`config.mk`:
```
export PLATFORM = sky130hd
export DESIGN_NAME = lsu_sram_ctrl
export DESIGN_NICKNAME = d
export VERILOG_FILES = /design/src/rtl/lsu_sram_ctrl.sv
export SDC_FILE = /design/constraint.sdc
export NUM_CORES = 1
export LEC_CHECK = 0
export ABC_AREA = 1
export CORE_UTILIZATION = 55
export CTS_BUF_LIST = sky130_fd_sc_hd__clkbuf_16
export DETAILED_ROUTE_END_ITERATION = 10
export DONT_BUFFER_PORTS = 1
export PLACE_DENSITY = 0.69
export SKIP_LAST_GASP = 1
export SLEW_MARGIN = 20
export SYNTH_ARGS = -nofsm -noshare
export SYNTH_HDL_FRONTEND = slang
export SYNTH_SLANG_ARGS = --single-unit
```
`constraint.sdc`:
```
create_clock -name i_clk -period 3.2 [get_ports i_clk]
set_input_delay 0.32 -clock i_clk [delete_from_list [all_inputs] [get_ports i_clk]]
set_output_delay 0.32 -clock i_clk [all_outputs]
set_load 0.01 [all_outputs]
```
`src/rtl/lsu_sram_ctrl.sv`:
```
// LSU-to-SRAM access controller: IDLE -> ACCESS (1+WAIT_CYCLES) -> DONE with lane/byte-enable generation.
// Optional misalignment checking is enabled with macro SRAM_MISALIGN_CHK_EN.
module lsu_sram_ctrl #(
    parameter int WAIT_CYCLES = 1
) (
    input  logic        i_clk,
    input  logic        i_rst,
    input  logic        i_req,
    input  logic        i_wren,
    input  logic [31:0] i_addr,
    input  logic [1:0]  i_size,
    input  logic [31:0] i_st_data,
    output logic        o_ready,
    output logic        o_ack,
    output logic        o_err,
    output logic [31:0] o_rd_data,
    output logic [10:0] o_sram_addr,
    output logic        o_sram_ce,
    output logic        o_sram_we,
    output logic [3:0]  o_sram_be,
    output logic [31:0] o_sram_wdata,
    input  logic [31:0] i_sram_rdata
);

    typedef enum logic [1:0] {IDLE, ACCESS, DONE} state_t;

    state_t      state_q, state_d;
    logic [2:0]  cnt_q, cnt_d;
    logic        wren_q, wren_d;
    logic        err_q, err_d;
    logic [3:0]  be_q, be_d;
    logic [10:0] addr_q, addr_d;
    logic [31:0] wdata_q, wdata_d;
    logic [31:0] rd_data_q, rd_data_d;

    logic        accept;
    logic [3:0]  be_new;
    logic [31:0] wdata_new;
    logic        misalign;

    assign accept = i_req && (state_q == IDLE) && (i_addr[15:13] == 3'b001);

    // size=11 falls into the word lanes; the checker (if built) rejects it first
    always_comb begin
        be_new    = 4'b1111;
        wdata_new = i_st_data;
        case (i_size)
            2'b00: begin
                be_new    = 4'b0001 << i_addr[1:0];
                wdata_new = {4{i_st_data[7:0]}};
            end
            2'b01: begin
                be_new    = i_addr[1] ? 4'b1100 : 4'b0011;
                wdata_new = {2{i_st_data[15:0]}};
            end
            default: begin
                be_new    = 4'b1111;
                wdata_new = i_st_data;
            end
        endcase
    end

`ifdef SRAM_MISALIGN_CHK_EN
    assign misalign = ((i_size == 2'b01) && i_addr[0]) ||
                      ((i_size == 2'b10) && (i_addr[1:0] != 2'b00)) ||
                      (i_size == 2'b11);
`else
    assign misalign = 1'b0;
`endif

    always_comb begin
        state_d   = state_q;
        cnt_d     = cnt_q;
        wren_d    = wren_q;
        err_d     = err_q;
        be_d      = be_q;
        addr_d    = addr_q;
        wdata_d   = wdata_q;
        rd_data_d = rd_data_q;
        case (state_q)
            IDLE: begin
                if (accept) begin
                    wren_d  = i_wren;
                    be_d    = be_new;
                    addr_d  = i_addr[12:2];
                    wdata_d = wdata_new;
                    if (misalign) begin
                        err_d   = 1'b1;
                        state_d = DONE;
                    end else begin
                        err_d   = 1'b0;
                        cnt_d   = 3'(WAIT_CYCLES);
                        state_d = ACCESS;
                    end
                end
            end
            ACCESS: begin
                if (cnt_q == 3'd0) begin
                    if (!wren_q)
                        rd_data_d = i_sram_rdata;
                    state_d = DONE;
                end else begin
                    cnt_d = cnt_q - 3'd1;
                end
            end
            DONE: begin
                err_d   = 1'b0;
                state_d = IDLE;
            end
            default: state_d = IDLE;
        endcase
    end

    always_ff @(posedge i_clk or posedge i_rst) begin
        if (i_rst) begin
            state_q   <= IDLE;
            cnt_q     <= 3'd0;
            wren_q    <= 1'b0;
            err_q     <= 1'b0;
            be_q      <= 4'd0;
            addr_q    <= 11'd0;
            wdata_q   <= 32'd0;
            rd_data_q <= 32'd0;
        end else begin
            state_q   <= state_d;
            cnt_q     <= cnt_d;
            wren_q    <= wren_d;
            err_q     <= err_d;
            be_q      <= be_d;
            addr_q    <= addr_d;
            wdata_q   <= wdata_d;
            rd_data_q <= rd_data_d;
        end
    end

    // SRAM strobes are pure state decodes so reset drops them without waiting for a clock
    assign o_ready      = (state_q == IDLE);
    assign o_ack        = (state_q == DONE);
`ifdef SRAM_MISALIGN_CHK_EN
    assign o_err        = (state_q == DONE) && err_q;
`else
    assign o_err        = 1'b0;
`endif
    assign o_sram_ce    = (state_q == ACCESS);
    assign o_sram_we    = (state_q == ACCESS) && wren_q;
    assign o_sram_be    = (state_q == ACCESS) ? be_q : 4'd0;
    assign o_sram_addr  = addr_q;
    assign o_sram_wdata = wdata_q;
    assign o_rd_data    = rd_data_q;

endmodule

```
==> results_dict.tcl, run 1 <==
set metrics [dict create \
    status "finished clean" \
    drt-total-wl_um 8350 \
    r2r-end "o_rd_data[17]" \
    syn_area_mm2 0.00384 \
    ys.flop_type "dfrtp_1" \
    drt_iter0_drc 119 \
    power.total_mw 3.86 \
    yosysMostFrequentCell "nand2_1" \
    area_delta_synth_final_pct 6.20 \
    dieArea_mm2 0.00731 \
    rows 30 \
    stdcell_count 549 \
    rr_startpoint "cnt_q[0]" \
    hold_class "input port to async pin" \
    cts_made_buffers 9 \
    skew_ns 0.00889 \
    vias 2950 \
    pre_cts_slack_ns 1.47 \
    grt_pass1_wl_um 13100 \
    placed_area_mm2 0.00380 \
    drv_cap 0 \
    final_area_mm2 0.00407 \
    tightest_slew_ns 0.966 \
    globalRoute.totalOverflow 0 \
    r2r_cells 8 \
    hold_slack_ns 0.0676 \
    cellLeakagePower_nw 2.24 \
    async_flop_share_pct 100 \
    syn-num-nets 580 \
    cts_max_path_buffers 2 \
    synthTopCellsByCount "nand2_1 (229), dfrtp_1 (85), nand3_1 (51)" \
    start_kind "flop" \
    ys_ff_latch 85 \
    powerDensity_mw_per_mm2 948 \
    ctsHtreeMaxLevel 3 \
    cts.sinks 85 \
    yosys_warnings 0 \
    cts_setup_buffers 0 \
    gp_congestion 0.783 \
    clk_pin_slew_worst_paths_ns 0.07 \
    io_buffer_count 0 \
    remaining_drc_errors 0 \
    clk_latency_ns 0.33 \
    antenna_found_initial 0 \
    ir_drop_mv 0.382 \
    initial_core_util_pct 56.8 \
    critPathMaxFanout 33 \
    cts_tree "done" \
    fin_nets 568 \
    ant_nets 0 \
    slew_viol_final 0 \
    dpl.cell_count 533 \
    setup_viol 0 \
    layout-drive-gt1-share_pct 7.25 \
    diodes 0 \
    arrival_ns 1.96 \
    critPathKind "flop to flop" \
    vias_per_cell 5.37 \
    hold_buffers 0 \
    synth_edf_count 0 \
    worst-r2r-setup-slack_ns 1.45 \
    cp.required_ns 3.41 \
    syn_inst 476 \
    first_pass_iters 5 \
    crit_path_end_kind "flop" \
    final_util_pct 60.3 \
    fmaxAchievable_ghz 0.572 \
    grt_use_total_pct 23.1 \
    tns_ns 0 \
    ys_seq_area_share_pct 55.4 \
    synth.distinct_cells 20 \
    final.min_clock_period_ns 1.75 \
    cts_resized 0 \
    root_buffer "clkbuf_16" \
    dp_hpwl_um 5620 \
    die_y_um 85.5 \
    slew-limit-headroom_pct 35.6 \
    coreArea_mm2 0.00676 \
    synth_top_area_share_pct 55.4 \
    pin_count 186 \
    avgSynthCellArea_um2 8.06 \
    hold_viol 0 \
    dieWidth_um 85.5 \
    worst_slack_ns 1.45 \
    finalCritPeriodShare_pct 54.6 \
    yosysTopAreaCell "dfrtp_1" \
    grt_max_degree 61 \
    ys_top_cells_by_area "dfrtp_1 (55%), nand2_1 (22%), nand3_1 (6.7%)" \
    grt_pass1_vias 2754 \
    wl_per_cell_um 15.2 \
    rsz0062_at_grt "false" \
]
[layout by cell type (no fill, tap or decap), types with 2 or more instances in the layout]
master,n
a21oi_1,8
buf_4,4
clkbuf_16,9
clkinv_1,2
clkinv_4,2
dfrtp_1,85
ha_1,2
inv_1,23
inv_2,2
inv_6,2
nand2_1,229
nand2_2,8
nand3_1,51
nor2_1,13
nor2_2,2
o21ai_0,20
[worst max-delay path by stage]
stage	start	cells after the start	endpoint
CTS	cnt_q[0]	8	o_rd_data[19]
floorplan	i_rst	1	be_q[0]
global placement	state_q[1]	6	o_rd_data[31]
global route	cnt_q[0]	8	o_rd_data[11]
finish	cnt_q[0]	8	o_rd_data[17]
detailed placement	cnt_q[0]	8	o_rd_data[19]
[critical path: stages, from the launching register on]
cell	delay, ns
dfrtp_1	0.39
inv_1	0.10
ha_1	0.15
nand2_1	0.09
inv_1	0.07
buf_4	0.32
nand2_4	0.29
nand2_1	0.15
nand2_1	0.06
[routing by layer]
metal	track usage, %	vias up	share of wire, %
met5	0	-	0
met1	27.5	1366	43
met3	9.14	9	9.0
met2	38.4	123	47
met4	7.73	0	1.2
li1	-	1452	-
[power by group]
group,total [mW],internal (mW),leakage (nW),switching (mW)
Clock,0.953,0.529,0.131,0.424
Combinational,0.812,0.284,1.05,0.527
Sequential,2.10,1.55,1.06,0.550
[cell families after synthesis]
family                     after synthesis  share of synthesized area, %
and+or+nand+nor                        307                          33.2
DFF                                     85                          55.4
buffers and inverters                   53                          6.95
AOI/OAI and AO/OA                       28                          3.65
adders and majority gates                2                         0.652
other                                    1                        0.0978
[area by class of cell]
class	count	area (µm²)
clock buffer	9	225
clock inverter	7	50.0
fill	609	2680
inverter	26	98.8
multi-input combinational	338	1440
sequential	85	2130
tap	80	100
timing repair buffer	4	30.0
[flip-flops by register name, summed over array words and instances, names as in the netlist]
register / flops
o_sram_addr: 11
be_q: 4
cnt_q: 3
o_rd_data: 32
o_sram_wdata: 32
state_q: 2
wren_q: 1
(Power assumes the default switching activity.)
==> run 2, diff against run 1 <==
--- a/config.mk
+++ b/config.mk
@@ -10,7 +10,7 @@
 export CTS_BUF_LIST = sky130_fd_sc_hd__clkbuf_16
 export DETAILED_ROUTE_END_ITERATION = 10
 export DONT_BUFFER_PORTS = 1
-export PLACE_DENSITY = 0.69
+export PLACE_DENSITY = 0.72
 export SKIP_LAST_GASP = 1
 export SLEW_MARGIN = 20
 export SYNTH_ARGS = -nofsm -noshare
==> constraint.sdc (replaced) <==
create_clock -name i_clk -period 1.53 [get_ports i_clk]
set_input_delay 0.153 -clock i_clk [delete_from_list [all_inputs] [get_ports i_clk]]
set_output_delay 0.153 -clock i_clk [all_outputs]
set_load 0.01 [all_outputs]
==> run 2 against run 1 <==
Net effect: sequential power up 110%; highest routed layer unchanged; power up 130%; count of clock-buffer cells in the layout unchanged; largest power group unchanged; clock skew down 0.0024 ns; first-iteration DRC count up 14%; worst hold slack worse by 0.048 ns.
==> results_dict.tcl, run 2 (synthesis results as in run 1) <==
set metrics [dict create \
    status "finished clean" \
    r2r-end "o_rd_data[23]" \
    arrival_ns 1.27 \
    hold_viol 0 \
    holdPathEnd "o_sram_wdata[20]" \
    area_delta_synth_final_pct 24.4 \
    critPathMaxFanout 7 \
    initial_core_util_pct 56.8 \
    rr_startpoint "cnt_q[0]" \
    power_frac_seq_pct 50.5 \
    dieWidth_um 85.5 \
    p_sw_mw 3.28 \
    combPwrFrac_pct 23.3 \
    io_buffer_count 0 \
    pin_count 186 \
    coreArea_mm2 0.00676 \
    mostFrequentLayoutCells "nand2_1 (229), dfrtp_1 (85), dlygate4sd3_1 (53), nand3_1 (51), inv_1 (23)" \
    die_y_um 85.5 \
    hold_class "input port to flop" \
    final.min_clock_period_ns 1.42 \
    gp_congestion 0.754 \
    dp_hpwl_um 6100 \
    slew_viol_final 0 \
    cp.required_ns 1.38 \
    r2r_cells 7 \
    crit_path_end_kind "output pin" \
    min_path_cells 2 \
    fmaxAchievable_ghz 0.703 \
    ctsHtreeMaxLevel 3 \
    dpl.cell_count 540 \
    hold_start "i_st_data[4]" \
    rows 30 \
    drt_iter0_drc 136 \
    dieArea_mm2 0.00731 \
    cts_max_path_buffers 2 \
    final_area_mm2 0.00477 \
    pre_cts_slack_ns 0.0307 \
    grt_pass1_wl_um 15400 \
    clk_latency_ns 0.33 \
    first_pass_iters 4 \
    cts_tree "done" \
    globalRoute.totalOverflow 0 \
    crit_chain "inv_2 -> nand2_2 -> nor2_1" \
    diodes 0 \
    clk_pin_slew_worst_paths_ns 0.06 \
    hold_slack_ns 0.0199 \
    ant_nets 0 \
    powerDensity_mw_per_mm2 1840 \
    stdcell_count 609 \
    power.total_mw 8.76 \
    grt_pass1_vias 3276 \
    cellLeakagePower_nw 2.52 \
    drv_cap 0 \
    p_sw_share_pct 37.5 \
    rsz0062_at_grt "false" \
    vias 3298 \
    setup_viol 0 \
    vias_per_cell 5.42 \
    tns_ns 0 \
    remaining_drc_errors 0 \
    slowest_delay_ns 0.42 \
    final_util_pct 70.6 \
    cts_made_buffers 9 \
    clockPowerShare_pct 26.2 \
    worst-r2r-setup-slack_ns 0.15 \
    wl_per_cell_um 15.6 \
    placed_area_mm2 0.00392 \
    antenna_found_initial 0 \
    drt-total-wl_um 9480 \
    cp_slowest_cell "dfrtp_1" \
    fin_nets 628 \
    grt_use_total_pct 27.3 \
    root_buffer "clkbuf_16" \
    crit_start "state_q[1]" \
    ir_drop_mv 0.826 \
    intPower_mw 5.48 \
    skew_ns 0.00648 \
    start_kind "flop" \
    critPathKind "flop to output pin" \
    finalCritPeriodShare_pct 92.9 \
    cts.sinks 85 \
    worst_slack_ns 0.108 \
    layout-drive-gt1-share_pct 7.94 \
    layout_commonest_cell "nand2_1" \
    grt_max_degree 47 \
]
run 2: cell types whose count changed in the layout (fill, tap and decap cells not counted):
cell / change
clkinv_1: -1
clkinvlp_4: +2
nand2_8: +1
buf_4: +2
nand2_4: -1
clkinv_2: -1
bufinv_16: +2
inv_6: -2
clkinv_4: -1
buf_12: +5
inv_2: +1
dlygate4sd3_1: +53
run 2: what timing repair did:
item                                    CTS  global route
endpoints found under the setup margin    0            32
hold endpoints to repair                137             0
hold buffers                             53             0
resized for setup                         0             2
buffers inserted                          0             0
run 2: how the worst max path moves through the flow:
stage	to	slack, ns	cells past startpoint
3_5_place_dp	o_rd_data[5]	0.03	7
2_1_floorplan	o_rd_data[11]	0.29	8
5_1_grt	o_sram_be[1]	0.02	3
6_report	o_sram_be[0]	0.11	3
3_3_place_gp	o_rd_data[31]	0.11	7
4_1_cts	o_rd_data[5]	0.02	7
run 2: cell type report:
cell class | count | area (µm²)
Clock buffer | 9 | 225
Clock inverter | 7 | 91.3
Fill cell | 534 | 1980
Inverter | 26 | 101
Multi-Input combinational cell | 338 | 1450
Sequential cell | 85 | 2130
Tap cell | 80 | 100
Timing Repair Buffer | 64 | 676
run 2: power by group through the flow:
stage          Combinational (mW)  Clock [mW]  Sequential (mW)
3_5_place_dp                 1.90           0             4.43
4_1_cts                      2.01        2.33             4.41
3_3_place_gp                 1.79           0             4.42
6_report                     2.04        2.29             4.42
2_1_floorplan                1.52           0             4.22
5_1_grt                      2.36        2.41             4.53
run 2: routing by layer:
layer / GRT usage (%) / up-vias / part of all wire, %
met4: 10.6 / 0 / 2.0
met3: 8.47 / 18 / 8.5
met5: 0 / - / 0
met1: 34.0 / 1559 / 41
li1: - / 1573 / -
met2: 44.7 / 148 / 48
run 2: worst max-delay path, delay by kind of cell (launching register included):
family | cells | cell delay, ns
buffers and inverters | 1 | 0.09
and+or+nand+nor | 2 | 0.43
DFF | 1 | 0.42
==> run 3, diff against run 2 <==
--- a/config.mk
+++ b/config.mk
@@ -6,6 +6,7 @@
 export NUM_CORES = 1
 export LEC_CHECK = 0
 export ABC_AREA = 1
+export CORE_MARGIN = 3
 export CORE_UTILIZATION = 55
 export CTS_BUF_LIST = sky130_fd_sc_hd__clkbuf_16
 export DETAILED_ROUTE_END_ITERATION = 10
==> run 3 against run 2 <==
Net effect: via count fell by 0.76%; worst hold slack got worse by 0.011 ns; count of clock-buffer cells in the layout did not move; global-route usage fell by 2.3 points; routed wire length rose by 4.7%; clock skew fell by 0.0011 ns; design area rose by 0.21%; first-iteration DRC count rose by 10%; sequential share of layout area fell by 0.093 points; register-to-register slack got worse by 0.06 ns; utilization rose by 2.2 points; critical path depth rose by 1; critical endpoint unchanged.
==> results_dict.tcl, run 3 (synthesis results as in run 1) <==
set metrics [dict create \
    area_delta_synth_final_pct 24.7 \
    critPathBufInv 2 \
    vias_per_cell 5.28 \
    fmaxAchievable_ghz 0.655 \
    mostFrequentLayoutCells "nand2_1 (229), dfrtp_1 (85), dlygate4sd3_1 (52), nand3_1 (51), inv_1 (24)" \
    r2r_cells 7 \
    dpl.cell_count 553 \
    ctsHtreeMaxLevel 3 \
    gp_congestion 0.761 \
    final.min_clock_period_ns 1.53 \
    io_buffer_count 0 \
    cp_slowest_cell "dfrtp_1" \
    fin_nets 627 \
    n_fill_cell 500 \
    crit_chain "inv_2 -> nand2_2 -> buf_4 -> nor2_1" \
    grt_use_total_pct 24.9 \
    antenna_found_initial 0 \
    diodes 0 \
    cp.required_ns 1.38 \
    slew_viol_final 0 \
    powerDensity_mw_per_mm2 1850 \
    cts_setup_buffers 0 \
    remaining_drc_errors 0 \
    slowest_delay_ns 0.42 \
    final_area_mm2 0.00478 \
    critPathMaxFanout 6 \
    layout-drive-gt1-share_pct 7.78 \
    finalCritPeriodShare_pct 99.8 \
    vias 3273 \
    skew_ns 0.00534 \
    cts_tree "done" \
    hold_viol 0 \
    power.total_mw 8.84 \
    initial_core_util_pct 58.4 \
    slew-limit-headroom_pct 59.9 \
    cellLeakagePower_nw 2.53 \
    cts_max_path_buffers 2 \
    drv_cap 0 \
    drt_iter0_drc 150 \
    seqCellArea_mm2 0.00213 \
    crit_cells 4 \
    die_y_um 89.5 \
    placed_area_mm2 0.00392 \
    min_path_cells 2 \
    grt_pass1_vias 3202 \
    cts_made_buffers 9 \
    ant_nets 0 \
    critPathKind "flop to output pin" \
    start_kind "flop" \
    grt_max_degree 41 \
    tns_ns 0 \
    crit_path_end_kind "output pin" \
    root_buffer "clkbuf_16" \
    grt_pass1_wl_um 15400 \
    setup_viol 0 \
    pre_cts_slack_ns 0.0810 \
    layout_commonest_cell "nand2_1" \
    clk_pin_slew_worst_paths_ns 0.06 \
    status "finished clean" \
    pin_count 186 \
    hold_class "input port to flop" \
    multi_input_area_mm2 0.00145 \
    clk_latency_ns 0.32 \
    hold_slack_ns 0.00913 \
    worst_slack_ns 0.00305 \
    rows 29 \
    coreArea_mm2 0.00657 \
    arrival_ns 1.37 \
    dieArea_mm2 0.00801 \
    cpLargestDelayFamily "flip-flops" \
    cts.sinks 85 \
    final_util_pct 72.8 \
    stdcell_count 620 \
    dieWidth_um 89.5 \
    tightest_slew_ns 0.600 \
    wl_per_cell_um 16.0 \
    rsz0062_at_grt "true" \
    drt-total-wl_um 9930 \
    globalRoute.totalOverflow 0 \
    ir_drop_mv 0.821 \
    first_pass_iters 5 \
    dp_hpwl_um 6580 \
]
## run 3: cell count changes in the layout (fill, tap and decap cells not counted), sizes merged
cell	change
dlygate4sd3	-1
bufinv	+1
clkinvlp	-2
## run 3: path summary, 6_finish.rpt
| check | from | end | slack [ns] |
|---|---|---|---|
| setup reg to reg | cnt_q[0] | o_rd_data[26] | 0.09 |
| hold reg to reg | be_q[2] | be_q[2] | 0.48 |
| min in group asynchronous | i_rst | o_sram_addr[8] | 0.36 |
| max in group asynchronous | i_rst | o_sram_wdata[27] | 0.63 |
| setup / recovery | state_q[1] | o_sram_be[0] | 0.003 |
| hold / removal | i_sram_rdata[24] | o_rd_data[24] | 0.009 |
## run 3: timing repair
item,4_1_cts,5_1_grt
pin swaps,0,0
hold buffers,52,0
endpoints found under the hold margin,72,0
resized for setup,0,2
setup endpoints to repair,3,19
## run 3: area by class of cell
class | count | area share [%]
clock buffers | 9 | 4.71
clock inverters | 6 | 2.17
inverters | 26 | 2.12
multi-input cells | 338 | 30.4
flip-flops and latches | 85 | 44.5
well taps | 93 | 2.43
repair buffers | 63 | 13.7
## run 3: routing by layer
| layer | wire length [µm] | GRT usage [%] |
|---|---|---|
| met3 | 946 | 7.28 |
| met5 | 0 | 0 |
| met4 | 186 | 7.85 |
| met1 | 3800 | 29.7 |
| met2 | 5000 | 43.5 |
## run 3: power breakdown
part | switching [mW] | total (mW) | internal, mW
Combinational | 1.21 | 2.00 | 0.788
Clock | 0.820 | 2.39 | 1.57
Sequential | 1.20 | 4.44 | 3.24
==> patch 1 (config.mk and constraints of run 3) <==
Encoding of `state_t`: now one-hot (3 bits for 3 states).
--- a/src/rtl/lsu_sram_ctrl.sv
+++ b/src/rtl/lsu_sram_ctrl.sv
@@ -22,7 +22,7 @@
     input  logic [31:0] i_sram_rdata
 );
 
-    typedef enum logic [1:0] {IDLE, ACCESS, DONE} state_t;
+    typedef enum logic [2:0] {IDLE = 3'b001, ACCESS = 3'b010, DONE = 3'b100} state_t;
 
     state_t      state_q, state_d;
     logic [2:0]  cnt_q, cnt_d;
Check against the original RTL: no difference found for any inputs over 10 cycles, from zero or initial values and one cycle with i_rst high; not proved beyond that.
==> patch 1 against run 3 <==
Die area increased by 0.42%. Largest cell class unchanged. Sequential cell count increased by 1. Synthesized area increased by 0.46%. Non-clock buffer count increased by 2. Final area decreased by 0.29%. Routed wire length decreased by 3.1%. Clock skew decreased by 0.92 ps. Sequential share of layout area increased by 0.68 points. First-iteration DRC count decreased by 4.0%. Worst setup slack improved by 80 ps.
Power is not compared: it rests on default switching activity, and its combinational part moved more than twofold at a synthesized area within 25%.
==> patch 1: results <==
set metrics [dict create \
    outcome "finished clean" \
    ctsRootBufferMaster "clkbuf_16" \
    crit_end "o_sram_be[3]" \
    arrival_ps 1290 \
    dp_hpwl_mm 6.25 \
    cts_made_buffers 9 \
    gp_congestion 0.734 \
    fillers 487 \
    ff_latch_area_um2 2150 \
    grt_max_degree 87 \
    track_usage_pct 24.3 \
    synth-xor-area-share_pct 0.227 \
    synth.distinct_cells 25 \
    n_all_buffers 65 \
    synth-compound-area-share_pct 4.68 \
    r2r_end "o_rd_data[23]$_DFFE_PP0P_" \
    drt_iter0_drc 144 \
    slew_headroom_pct 63.2 \
    timing.rr.start "cnt_q[0]$_DFFE_PP0P_" \
    yosysSeqAreaShare_pct 55.9 \
    fin_worst_skew_ps 4.42 \
    critPathMaxFanout 8 \
    multi_input_gates 334 \
    wl_per_cell_um 15.7 \
    r2r_setup_slack_ps 130 \
    path_delay_family "flip-flops" \
    dr.pass1.iters 4 \
    crit_start "state_q[2]$_DFFE_PP0P_" \
    drive_gt1_share_pct 7.29 \
    syn_nets 568 \
    async_reset_ff_share_pct 100 \
    synthTopCellsByCount "235 x nand2_1, 85 x dfrtp_1, 45 x nand3_1" \
    nonClkBufAreaFrac_pct 13.9 \
    min_from "i_addr[1]" \
    avgSynthCellArea_um2 8.31 \
    totalWireLength_mm 9.61 \
    multi_input_area_um2 1430 \
    inv_count 20 \
    clock_area_share_pct 6.74 \
    vias_per_cell 5.28 \
    nNetsFinal 620 \
    grt_pass1_wl_mm 16.0 \
    synthAdderAreaFrac_pct 0.649 \
    synth_area_leaders "dfrtp_1 55%, nand2_1 23%, nand3_1 5.8%, buf_6 2.3%, buf_4 1.8%" \
    grt_pass1_vias 3229 \
    max_stage_delay_ps 440 \
    ys_ff_latch 86 \
    diodes 0 \
    place_inst 543 \
    antenna_found_initial 0 \
    rr_worst_depth 8 \
]
patch 1: logic make-up (layout without fill, tap and decap cells):
family                   count (synthesis)  after routing
AO/OA/AOI/OAI                           32             32
XOR/XNOR                                 1              1
adder cells (fa/ha/maj)                  2              2
buffers and inverters                   44            101
flip-flops                              86             86
other                                    1              1
AND/OR/NAND/NOR                        298            298
patch 1: worst min-delay path by stage:
stage / to / slack (ps) / cells past startpoint
floorplan: o_sram_addr[0]$_DFFE_PP0P_ / 260 / 2
global placement: o_rd_data[13]$_DFFE_PP0P_ / 190 / 2
detailed placement: o_rd_data[30]$_DFFE_PP0P_ / 200 / 2
CTS: be_q[2]$_DFFE_PP0P_ / 7 / 2
global route: be_q[1]$_DFFE_PP0P_ / 10 / 2
finish: be_q[3]$_DFFE_PP0P_ / 10 / 2
patch 1: power by group:
group          switching [mW]  total, mW  internal [mW]  leakage, nW
clock                   0.880       2.32           1.44        0.150
combinational           0.380      0.683          0.302         1.25
sequential              0.379       2.97           2.60        0.971
total                    1.64       5.97           4.33         2.37
patch 1: metal layers:
layer	track usage, %	wire length, µm
met1	30.1	3860
met4	8.30	178
met3	8.10	986
met2	40.1	4590
met5	0	0
patch 1: timing repair:
item                                    in CTS  in global routing
hold buffers                                54                  0
endpoints found under the setup margin       0                 30
buffers inserted                             0                  1
hold endpoints to repair                   138                  0
patch 1: through the flow:
| step | instance area, µm² | hold slack [ps] | setup WS, ps | power, mW |
|---|---|---|---|---|
| 5_1_grt | 4770 | 12.3 | 28.5 | 6.28 |
| 2_1_floorplan | 3860 | 263 | 221 | 3.41 |
| 4_1_cts | 4760 | 7.48 | 64.3 | 6.02 |
| 3_3_place_gp | 3900 | 194 | 116 | 3.55 |
| 6_report | 4770 | 14.9 | 83.2 | 5.97 |
| 3_5_place_dp | 3900 | 196 | 74.0 | 3.58 |
==> patch 2 (config.mk and constraints of run 3) <==
Made on the original files. The option `SRAM_MISALIGN_CHK_EN` is turned on by a define.
--- a/src/rtl/lsu_sram_ctrl.sv
+++ b/src/rtl/lsu_sram_ctrl.sv
@@ -1,5 +1,7 @@
 // LSU-to-SRAM access controller: IDLE -> ACCESS (1+WAIT_CYCLES) -> DONE with lane/byte-enable generation.
 // Optional misalignment checking is enabled with macro SRAM_MISALIGN_CHK_EN.
+`define SRAM_MISALIGN_CHK_EN
+
 module lsu_sram_ctrl #(
     parameter int WAIT_CYCLES = 1
 ) (
Behaviour: not the same (a bounded check fails within 4 cycles, from zero or initial values and one cycle with i_rst high).
==> patch 2 against run 3 <==
Total power is 17% lower. Worst setup slack better by 120 ps. Synthesized cell count is 1.3% lower. Global-route usage is 0.72 points lower. Critical endpoint is now o_sram_we. Synthesized area is 1.2% lower. Clock skew hardly changed. Routed wire length is 0.36% lower. Sequential cell count is 1 higher. Final area is 0.84% lower. Die area is 1.1% lower.
==> patch 2: results <==
set metrics [dict create \
    r2r_setup_slack_ps 140 \
    utilization_pct 73.0 \
    fillers 474 \
    synth.distinct_cells 21 \
    vias_per_cell 5.45 \
    drive_gt1_share_pct 7.07 \
    avgSynthCellArea_um2 8.06 \
    max_stage_delay_ps 380 \
    rr_worst_depth 8 \
    inv_count 29 \
    arrival_ps 1250 \
    irDropWorstVdd_uv 787 \
    seq_cell_count 86 \
    n_all_buffers 61 \
    cellLeakagePower_nw 2.42 \
    wl_met2_mm 4.76 \
    vias 3268 \
    period_needed_ps 1400 \
    dr_wl_met3_um 915 \
    dr.pass1.iters 4 \
    wl_per_cell_um 16.5 \
    use_met3_pct 6.54 \
    grt_max_degree 82 \
    outcome "finished clean" \
    fin_worst_skew_ps 5.05 \
    pre_cts_ws_ps 91.0 \
    grt.met1_usage_pct 29.8 \
    drt_iter0_drc 135 \
    synthTopCellsByCount "211 x nand2_1, 86 x dfrtp_1, 42 x nand3_1" \
    multi_input_gates 331 \
    seq_cell_power_mw 3.80 \
    synth_area_leaders "dfrtp_1 57%, nand2_1 21%, nand3_1 5.5%, o21ai_0 5.3%, inv_1 2.7%" \
    met2_usage_pct 39.5 \
]
-- patch 2: changes by cell type in the layout (fill, tap and decap cells not counted), moves of 4 or more --
cell           change
nor2_1             +6
nand2_2            -6
buf_4              +4
nand2_1           -18
nand3_1           -10
dlygate4sd3_1      -4
o21ai_0           +20
-- patch 2: how the worst min path moves through the flow --
| stage | from | to | slack [ps] | depth (start not counted) |
|---|---|---|---|---|
| after floorplan | i_addr[2] | o_sram_addr[0]$_DFFE_PP0P_ | 260 | 2 |
| after global placement | i_rst | o_sram_wdata[13]$_DFFE_PP0P_ | -60 | 1 |
| after detailed placement | i_rst | o_sram_wdata[13]$_DFFE_PP0P_ | -60 | 1 |
| after CTS | i_st_data[3] | o_sram_wdata[3]$_DFFE_PP0P_ | 0.04 | 2 |
| after global routing | i_sram_rdata[22] | o_rd_data[22]$_DFFE_PP0P_ | 9 | 2 |
| final | i_sram_rdata[22] | o_rd_data[22]$_DFFE_PP0P_ | 4 | 2 |
